`config.mk`:
```
export PLATFORM = sky130hd
export DESIGN_NAME = byte_deser
export DESIGN_NICKNAME = d
export VERILOG_FILES = /design/src/rtl/byte_deser_pkg.sv /design/src/rtl/byte_deser_bit_counter.sv /design/src/rtl/byte_deser.sv
export SDC_FILE = /design/constraint.sdc
export NUM_CORES = 1
export LEC_CHECK = 0
export ABC_AREA = 1
export CAP_MARGIN = 20
export CELL_PAD_IN_SITES_DETAIL_PLACEMENT = 1
export CELL_PAD_IN_SITES_GLOBAL_PLACEMENT = 1
export CORE_ASPECT_RATIO = 0.6
export CORE_UTILIZATION = 36
export CTS_BUF_LIST = sky130_fd_sc_hd__clkbuf_2 sky130_fd_sc_hd__clkbuf_4 sky130_fd_sc_hd__clkbuf_8
export CTS_CLUSTER_SIZE = 12
export DETAILED_ROUTE_END_ITERATION = 8
export PLACE_DENSITY = 0.78
export SKIP_CTS_REPAIR_TIMING = 1
export SYNTH_ARGS = -nofsm -noshare
export SYNTH_HDL_FRONTEND = slang
export SYNTH_HIERARCHICAL = 1
export SYNTH_SLANG_ARGS = --single-unit
```
`constraint.sdc`:
```
create_clock -name Clk -period 1.45 [get_ports Clk]
set_input_delay 0.2175 -clock Clk [delete_from_list [all_inputs] [get_ports Clk]]
set_output_delay 0.2175 -clock Clk [all_outputs]
set_load 0.005 [all_outputs]
```
`src/rtl/byte_deser_pkg.sv`:
```
// Shared definitions for the byte deserialiser.
//   DATA_W  : frame width in bits
//   CNT_W   : width of the bit counter (holds 0..DATA_W)
//   state_e : deserialiser FSM states
package byte_deser_pkg;

  localparam int unsigned DATA_W = 8;
  localparam int unsigned CNT_W  = 4;

  typedef enum logic [1:0] {
    IDLE  = 2'd0,
    SHIFT = 2'd1,
    HOLD  = 2'd2
  } state_e;

endpackage

```
`src/rtl/byte_deser_bit_counter.sv`:
```
// Saturating up-counter used to count captured bits in a frame.
//   clk_i : clock
//   rst_i : synchronous active-high reset
//   clr_i : synchronous clear (back to 0)
//   en_i  : count enable; counting stops at MAX
//   cnt_o : current count
module bit_counter_4
  import byte_deser_pkg::*;
#(
  parameter int unsigned MAX = DATA_W
) (
  input  logic             clk_i,
  input  logic             rst_i,
  input  logic             clr_i,
  input  logic             en_i,
  output logic [CNT_W-1:0] cnt_o
);

  localparam logic [CNT_W-1:0] MAX_CNT = CNT_W'(MAX);

  logic [CNT_W-1:0] cnt_q;
  logic [CNT_W-1:0] cnt_d;

  always_comb begin
    cnt_d = cnt_q;
    if (clr_i) begin
      cnt_d = '0;
    end else if (en_i && (cnt_q != MAX_CNT)) begin
      cnt_d = cnt_q + 1'b1;
    end
  end

  always_ff @(posedge clk_i) begin
    if (rst_i) begin
      cnt_q <= '0;
    end else begin
      cnt_q <= cnt_d;
    end
  end

  assign cnt_o = cnt_q;

endmodule

```
`src/rtl/byte_deser.sv`:
```
// Serial-to-parallel byte deserialiser with a Ready handshake.
//   Clk        : system clock
//   Reset      : synchronous active-high reset
//   Start      : opens (or restarts) a frame
//   Shift_En   : bit strobe, Serial_In sampled when high
//   Serial_In  : serial data, LSB first
//   Ready      : downstream accepts Data_Out while Data_Valid is high
//   Clear_Err  : clears the sticky Overrun flag
//   Data_Out   : assembled frame
//   Data_Valid : frame complete, waiting for Ready
//   Busy       : frame being shifted in
//   Bit_Cnt    : bits captured so far (0..DATA_W)
//   Overrun    : sticky flag, Start seen while a frame was waiting
module byte_deser
  import byte_deser_pkg::*;
#(
  parameter int unsigned DATA_W = byte_deser_pkg::DATA_W
) (
  input  logic              Clk,
  input  logic              Reset,
  input  logic              Start,
  input  logic              Shift_En,
  input  logic              Serial_In,
  input  logic              Ready,
  input  logic              Clear_Err,
  output logic [DATA_W-1:0] Data_Out,
  output logic              Data_Valid,
  output logic              Busy,
  output logic [3:0]        Bit_Cnt,
  output logic              Overrun
);

  localparam logic [3:0] LAST_BIT = 4'(DATA_W - 1);

  state_e            state_q, state_d;
  logic [DATA_W-1:0] sr_q, sr_d;
  logic [DATA_W-1:0] data_q, data_d;
  logic              ovr_q, ovr_d;
  logic              cnt_clr;
  logic              cnt_en;
  logic              ovr_set;
  logic [DATA_W-1:0] shifted;

  assign shifted = {Serial_In, sr_q[DATA_W-1:1]};

  always_comb begin
    state_d = state_q;
    sr_d    = sr_q;
    data_d  = data_q;
    cnt_clr = 1'b0;
    cnt_en  = 1'b0;
    ovr_set = 1'b0;
    unique case (state_q)
      IDLE: begin
        // Shift_En is ignored here, even alongside Start
        if (Start) begin
          state_d = SHIFT;
          cnt_clr = 1'b1;
          sr_d    = '0;
        end
      end
      SHIFT: begin
        if (Start) begin
          // abort: drop partial bits, restart the count
          cnt_clr = 1'b1;
          sr_d    = '0;
        end else if (Shift_En) begin
          sr_d   = shifted;
          cnt_en = 1'b1;
          if (Bit_Cnt == LAST_BIT) begin
            data_d  = shifted;
            state_d = HOLD;
          end
        end
      end
      HOLD: begin
        if (Ready) begin
          cnt_clr = 1'b1;
          sr_d    = '0;
          state_d = Start ? SHIFT : IDLE;
        end else if (Start) begin
          ovr_set = 1'b1;
        end
      end
      default: begin
        state_d = IDLE;
      end
    endcase
    // a new overrun wins over a same-cycle clear
    ovr_d = ovr_set | (ovr_q & ~Clear_Err);
  end

  always_ff @(posedge Clk) begin
    if (Reset) begin
      state_q <= IDLE;
      sr_q    <= '0;
      data_q  <= '0;
      ovr_q   <= 1'b0;
    end else begin
      state_q <= state_d;
      sr_q    <= sr_d;
      data_q  <= data_d;
      ovr_q   <= ovr_d;
    end
  end

  bit_counter_4 #(
    .MAX (DATA_W)
  ) u_bit_counter (
    .clk_i (Clk),
    .rst_i (Reset),
    .clr_i (cnt_clr),
    .en_i  (cnt_en),
    .cnt_o (Bit_Cnt)
  );

  assign Data_Out   = data_q;
  assign Data_Valid = (state_q == HOLD);
  assign Busy       = (state_q == SHIFT);
  assign Overrun    = ovr_q;

endmodule

```
==> flow_summary.json, run 1 <==
{
  "outcome": "finished, final reports clean",
  "max_freq_ghz": 0.719,
  "drive_gt1_share_pct": 13.9,
  "yosysWarnings": 6,
  "cts_tree": "built",
  "gp_routability_congestion": 0.778,
  "synth_top_family_by_area": "simple AND/OR/NAND/NOR gates",
  "nFillCells": 415,
  "max_stage_delay_ps": 520,
  "cts_sinks": 22,
  "synthesis.instances": 178,
  "synth_fp_nets": 187,
  "worst_setup_path_start_kind": "flip-flop",
  "slew_headroom_pct": 74.5,
  "netlist_area_um2": 1140,
  "h-tree-depth": 1,
  "avgSynthCellArea_um2": 6.40,
  "p_leak_nw": 0.692,
  "synthSimpleGateAreaFrac_pct": 41.2,
  "fp.dieH_um": 45.6,
  "drtPass1Iterations": 4,
  "finalCritPeriodShare_pct": 95.9,
  "antennaDiodeCount": 0,
  "die_area_um2": 3400,
  "startpoint": "u_bit_counter/cnt_o[2]$_SDFFE_PP0P_",
  "met1_usage_pct": 27.2,
  "final_max_slew_viol_count": 0,
  "clock_skew_ps": 1.78,
  "die_x_um": 74.6,
  "grtUsageMet3_pct": 4.65,
  "cp_data_arrival_time_ps": 1170,
  "first_global_vias": 1127,
  "regToRegEndpoint": "u_bit_counter/cnt_o[0]$_SDFFE_PP0P_",
  "grt_max_degree": 14,
  "detailedRoute.firstIterationViolations": 25,
  "clk_pin_slew_ps": 70,
  "fin_crit_ps": 1390,
  "crit_slowest_cell": "clkdlybuf4s50_1",
  "finalSetupViolCount": 0,
  "ant_nets": 0,
  "dp_hpwl_um": 2540,
  "power_mw": 1.15,
  "r2r_cells": 6,
  "synthMuxAreaShare_pct": 0,
  "insertion_delay_ps": 260,
  "drt_wl_total_um": 3140,
  "max-clock-path-buffers": 2,
  "busiest_layer": "met2",
  "rr_startpoint": "state_q[1]$_SDFFE_PP0P_",
  "synth-xor-area-share_pct": 0,
  "rsz0062_at_grt": "false",
  "start_util_pct": 38.6,
  "grt-ovfl-total": 0,
  "crit_chain": "clkdlybuf4s50_1",
  "required_ps": 1230,
  "grt_antenna_before_repair": 0,
  "vias_per_cell": 4.58,
  "hold_viol_final": 0,
  "crit_buf_inv": 1,
  "gr-usage-met2_pct": 33.7,
  "ir_drop_mv": 0.569,
  "grt_pass1_wl_um": 5090,
  "wl_per_cell_um": 12.5,
  "root_buffer": "clkbuf_8",
  "critPathKind": "flip-flop to primary output",
  "dp_cells": 247,
  "port_buffers": 21,
  "post-route-drc-count": 0,
  "cp_top_family": "buffers and inverters",
  "synth_compound_area_share_pct": 3.85,
  "synthAdderAreaFrac_pct": 2.20,
  "stdcell_count": 250,
  "ys_types": 20,
  "synth_sequential_area_ratio_pct": 38.7,
  "power_density_nw_per_um2": 755,
  "finalNetCount": 219,
  "track_usage_pct": 20.2,
  "worst-path-stages": 1,
  "area_growth_pct": 34.2,
  "cts_made_buffers": 3,
  "tightest_slew_ps": 381,
  "io_pins": 22,
  "critPathCapture": "Bit_Cnt[2]",
  "holdCritPathClass": "flip-flop to flip-flop",
  "vias": 1146,
  "ff2ff_setup_slack_ps": 130,
  "ys_ff_latch": 22,
  "cp_max_fo": 6,
  "rows": 15,
  "crit_path_end_kind": "primary output",
  "core-area_um2": 2950,
  "maxCapViolations": 0
}
## through the flow
stage	util [%]	hold WS, ps	area [µm²]	setup slack, ps	TNS (ps)
after floorplan	-	287	1140	262	0
after global placement	49.3	458	1450	-26.2	-135
after detailed placement	49.3	472	1450	-139	-1090
after CTS	50.7	484	1490	-196	-475
after global routing	51.8	505	1530	7.65	0
final	51.8	473	1530	59.4	0
## tightest hold or removal path: cells and delay by family, from the launching register on
family	cells	cell delay, ps
and+or+nand+nor	1	60
AOI/OAI and AO/OA	1	50
DFF	1	320
## kinds of logic after synthesis
group	count (synthesis)
and+or+nand+nor	106
AOI/OAI and AO/OA	7
adders and majority gates	2
buffers and inverters	41
DFF	22
## flip-flops by register name, summed over array words and instances (netlist names)
register	flops
u_bit_counter/cnt_o	4
Overrun	1
state_q	2
sr_q	7
Data_Out	8
## cell usage after synthesis
cell type | instances | share of area (%)
nand4_1 | 11 | 6.0
nand2_1 | 53 | 17
dfxtp_1 | 22 | 39
nand2_2 | 1 | 0.55
nand3_1 | 5 | 2.2
nand3_2 | 3 | 2.6
o211ai_1 | 1 | 0.66
o21ai_0 | 2 | 0.88
inv_2 | 1 | 0.33
nor2_1 | 30 | 9.9
nor3_2 | 1 | 0.88
ha_1 | 2 | 2.2
inv_1 | 36 | 12
buf_4 | 1 | 0.66
nor2_4 | 1 | 0.99
clkinv_1 | 1 | 0.33
a21oi_1 | 3 | 1.3
nor2_2 | 1 | 0.55
buf_2 | 2 | 0.88
a21boi_2 | 1 | 0.99
## area by class of cell
| type | count | area, µm² | share of cell area (%) |
|---|---|---|---|
| flip-flops and latches | 22 | 453 | 29.6 |
| inverters | 38 | 143 | 9.34 |
| repair buffers | 30 | 283 | 18.5 |
| well taps | 42 | 52.6 | 3.44 |
| multi-input cells | 115 | 556 | 36.4 |
| clock buffers | 3 | 41.3 | 2.70 |
## how the worst min path moves through the flow
stage,start,end,slack [ps],cells after the start
2_1_floorplan,Reset,Overrun$_SDFF_PP0_,290,1
3_3_place_gp,Overrun$_SDFF_PP0_,Overrun$_SDFF_PP0_,460,2
3_5_place_dp,Overrun$_SDFF_PP0_,Overrun$_SDFF_PP0_,470,2
4_1_cts,Overrun$_SDFF_PP0_,Overrun$_SDFF_PP0_,480,2
5_1_grt,Overrun$_SDFF_PP0_,Overrun$_SDFF_PP0_,500,2
6_report,Overrun$_SDFF_PP0_,Overrun$_SDFF_PP0_,470,2
## per-layer routing
layer / part of all wire, % / routed length [µm]
met2: 47 / 1470
met3: 3.8 / 118
met4: 0.32 / 10
met5: 0 / 0
met1: 49 / 1540
## layout by cell type, fill, tap and decap left out, drive strengths merged
| cell | synthesis | routed |
|---|---|---|
| buf | 3 | 9 |
| dfxtp | 22 | 22 |
| ha | 2 | 2 |
| nand2 | 54 | 54 |
| a21boi | 1 | 1 |
| o211ai | 1 | 1 |
| nand4 | 11 | 11 |
| nor3 | 1 | 1 |
| clkinv | 1 | 1 |
| dlymetal6s2s | 0 | 2 |
| nand3 | 8 | 8 |
| a21oi | 3 | 3 |
| inv | 37 | 37 |
| clkdlybuf4s50 | 0 | 19 |
| clkbuf | 0 | 3 |
| o21ai | 2 | 2 |
| nor2 | 32 | 32 |
## where the power goes
group | switching, mW | total (mW) | internal, mW
clock | 0.190 | 0.375 | 0.185
sequential | 0.0118 | 0.628 | 0.616
combinational | 0.0900 | 0.151 | 0.0610
total | 0.291 | 1.15 | 0.862
Note: power is estimated with default switching activity, not from simulation.
==> inputs of run 2 (changes only) <==
--- a/config.mk
+++ b/config.mk
@@ -14,6 +14,7 @@
 export CTS_BUF_LIST = sky130_fd_sc_hd__clkbuf_2 sky130_fd_sc_hd__clkbuf_4 sky130_fd_sc_hd__clkbuf_8
 export CTS_CLUSTER_SIZE = 12
 export DETAILED_ROUTE_END_ITERATION = 8
+export GPL_ROUTABILITY_DRIVEN = 1
 export PLACE_DENSITY = 0.78
 export SKIP_CTS_REPAIR_TIMING = 1
 export SYNTH_ARGS = -nofsm -noshare
==> constraint.sdc (replaced) <==
create_clock -name Clk -period 1.55 [get_ports Clk]
set_input_delay 0.2325 -clock Clk [delete_from_list [all_inputs] [get_ports Clk]]
set_output_delay 0.2325 -clock Clk [all_outputs]
set_load 0.005 [all_outputs]
==> run 2 against run 1 <==
- count of clock-buffer cells in the layout unchanged
- clock skew increased by 6.7 ps
- first-iteration DRC count increased by 52%
- sequential power decreased by 6.2%
- global-route usage decreased by 1.5 points
- via count decreased by 0.26%
- critical path depth unchanged
- cell count decreased by 0.80%
- cell area decreased by 2.3%
- non-clock buffer count decreased by 2
- power decreased by 6.9%
==> flow_summary.json, run 2 (synthesized netlist as in run 1, its figures left out) <==
{
  "outcome": "finished, final reports clean",
  "vias_per_cell": 4.61,
  "dp_cells": 245,
  "cts_sinks": 22,
  "final_common_cell": "nand2_1",
  "core-area_um2": 2950,
  "die_area_um2": 3400,
  "r2r_cells": 6,
  "fin_area_um2": 1490,
  "max_stage_delay_ps": 560,
  "grt_antenna_before_repair": 0,
  "ant_nets": 0,
  "maxCapViolations": 0,
  "fin_crit_ps": 1490,
  "rsz0062_at_grt": "false",
  "die_x_um": 74.6,
  "cts_made_buffers": 3,
  "detailedRoute.firstIterationViolations": 38,
  "worstHoldPathCells": 2,
  "critPathCapture": "Bit_Cnt[2]",
  "fp.dieH_um": 45.6,
  "h-tree-depth": 1,
  "max-clock-path-buffers": 2,
  "vias": 1143,
  "crit_path_end_kind": "primary output",
  "power_density_nw_per_um2": 719,
  "drtPass1Iterations": 4,
  "final_max_slew_viol_count": 0,
  "drive_gt1_share_pct": 11.2,
  "worst_setup_path_start_kind": "flip-flop",
  "wl_per_cell_um": 11.9,
  "cp_data_arrival_time_ps": 1260,
  "pre_cts_slack_ps": -61.1,
  "most-common-layout-cells": "nand2_1 (53), inv_1 (36), nor2_1 (28)",
  "io_pins": 22,
  "setup_ws_ps": 59.2,
  "finalNetCount": 217,
  "largest_reg_flops": 8,
  "regToRegEndpoint": "Data_Out[2]$_SDFFE_PP0P_",
  "cp_max_fo": 6,
  "crit_chain": "clkdlybuf4s50_1",
  "finalSetupViolCount": 0,
  "critPathKind": "flip-flop to primary output",
  "p_leak_nw": 0.679,
  "clock_skew_ps": 8.48,
  "holdCritPathClass": "flip-flop to flip-flop",
  "stdcell_count": 248,
  "post-route-drc-count": 0,
  "drt_wl_total_um": 2950,
  "max_freq_ghz": 0.671,
  "finalCritPeriodShare_pct": 96.2,
  "rows": 15,
  "required_ps": 1320,
  "antennaDiodeCount": 0,
  "ff2ff_setup_slack_ps": 190,
  "crit_slowest_cell": "clkdlybuf4s50_1",
  "clk_pin_slew_ps": 80,
  "track_usage_pct": 18.6,
  "root_buffer": "clkbuf_8",
  "crit_buf_inv": 1,
  "first_global_vias": 1045,
  "dp_hpwl_um": 2330,
  "rr_startpoint": "u_bit_counter/cnt_o[2]$_SDFFE_PP0P_",
  "insertion_delay_ps": 260,
  "port_buffers": 21,
  "slew_headroom_pct": 74.8,
  "dpl-instance-area_um2": 1440,
  "startpoint": "u_bit_counter/cnt_o[2]$_SDFFE_PP0P_",
  "ir_drop_mv": 0.378,
  "worst-path-stages": 1,
  "hold_path.startpoint": "Overrun$_SDFF_PP0_",
  "cp_top_family": "buffers and inverters",
  "grt_pass1_wl_um": 4690,
  "grt-ovfl-total": 0,
  "area_growth_pct": 31.1,
  "gp_routability_congestion": 0.783,
  "cts_tree": "built",
  "grt_max_degree": 14,
  "start_util_pct": 38.6,
  "tightest_slew_ps": 377,
  "hold_viol_final": 0
}
==> run 2: cell types whose count changed in the layout (fill, tap and decap cells not counted), sizes merged <==
cell  before  now
buf        9    7
==> run 2: worst min path at each step <==
| stage | to | slack, ps |
|---|---|---|
| 2_1_floorplan | Overrun$_SDFF_PP0_ | 300 |
| 3_3_place_gp | Overrun$_SDFF_PP0_ | 450 |
| 3_5_place_dp | Overrun$_SDFF_PP0_ | 470 |
| 4_1_cts | Overrun$_SDFF_PP0_ | 480 |
| 5_1_grt | Overrun$_SDFF_PP0_ | 500 |
| 6_report | Overrun$_SDFF_PP0_ | 470 |
==> run 2: layout make-up <==
type                            count  area [µm²]
Fill cell                         401        1450
Multi-Input combinational cell    115         543
Sequential cell                    22         445
Timing Repair Buffer               28         268
Inverter                           38         143
Tap cell                           42        52.6
Clock buffer                        3        41.3
==> run 2: tightest hold or removal path: stages, from the launching register on <==
cell     delay (ps)
dfxtp_1         320
nand2_1          60
a21oi_1          50
==> run 2: per-layer routing <==
metal  share of wire, %  track usage (%)  up-vias  wire (µm)
li1                   -                -      589          -
met1                 52             24.6      534       1530
met2                 44             31.4       18       1300
met3                3.8             5.31        2        113
met4               0.14             2.26        0          4
met5                  0                0        -          0
==> run 2: through the flow <==
stage	hold WS [ps]	setup TNS (ps)	power, mW	util [%]
global route	505	0	1.12	50.7
floorplan	302	0	0.678	-
global placement	449	-28.7	0.730	48.7
CTS	477	-215	1.09	50.1
detailed placement	466	-140	0.737	48.7
finish	467	0	1.07	50.7
==> run 2: power by group <==
| group | internal [mW] | switching (mW) | total [mW] | leakage [nW] |
|---|---|---|---|---|
| registers | 0.578 | 0.0114 | 0.589 | 0.180 |
| clock network | 0.173 | 0.176 | 0.350 | 0.0216 |
| logic | 0.0554 | 0.0792 | 0.135 | 0.478 |
==> inputs of run 3 (changes only) <==
==> constraint.sdc (replaced) <==
create_clock -name Clk -period 1.45 [get_ports Clk]
set_input_delay 0.2175 -clock Clk [delete_from_list [all_inputs] [get_ports Clk]]
set_output_delay 0.2175 -clock Clk [all_outputs]
set_load 0.005 [all_outputs]
==> results of run 3 <==
Final layout, timing and power as in run 1 (identical DEF).
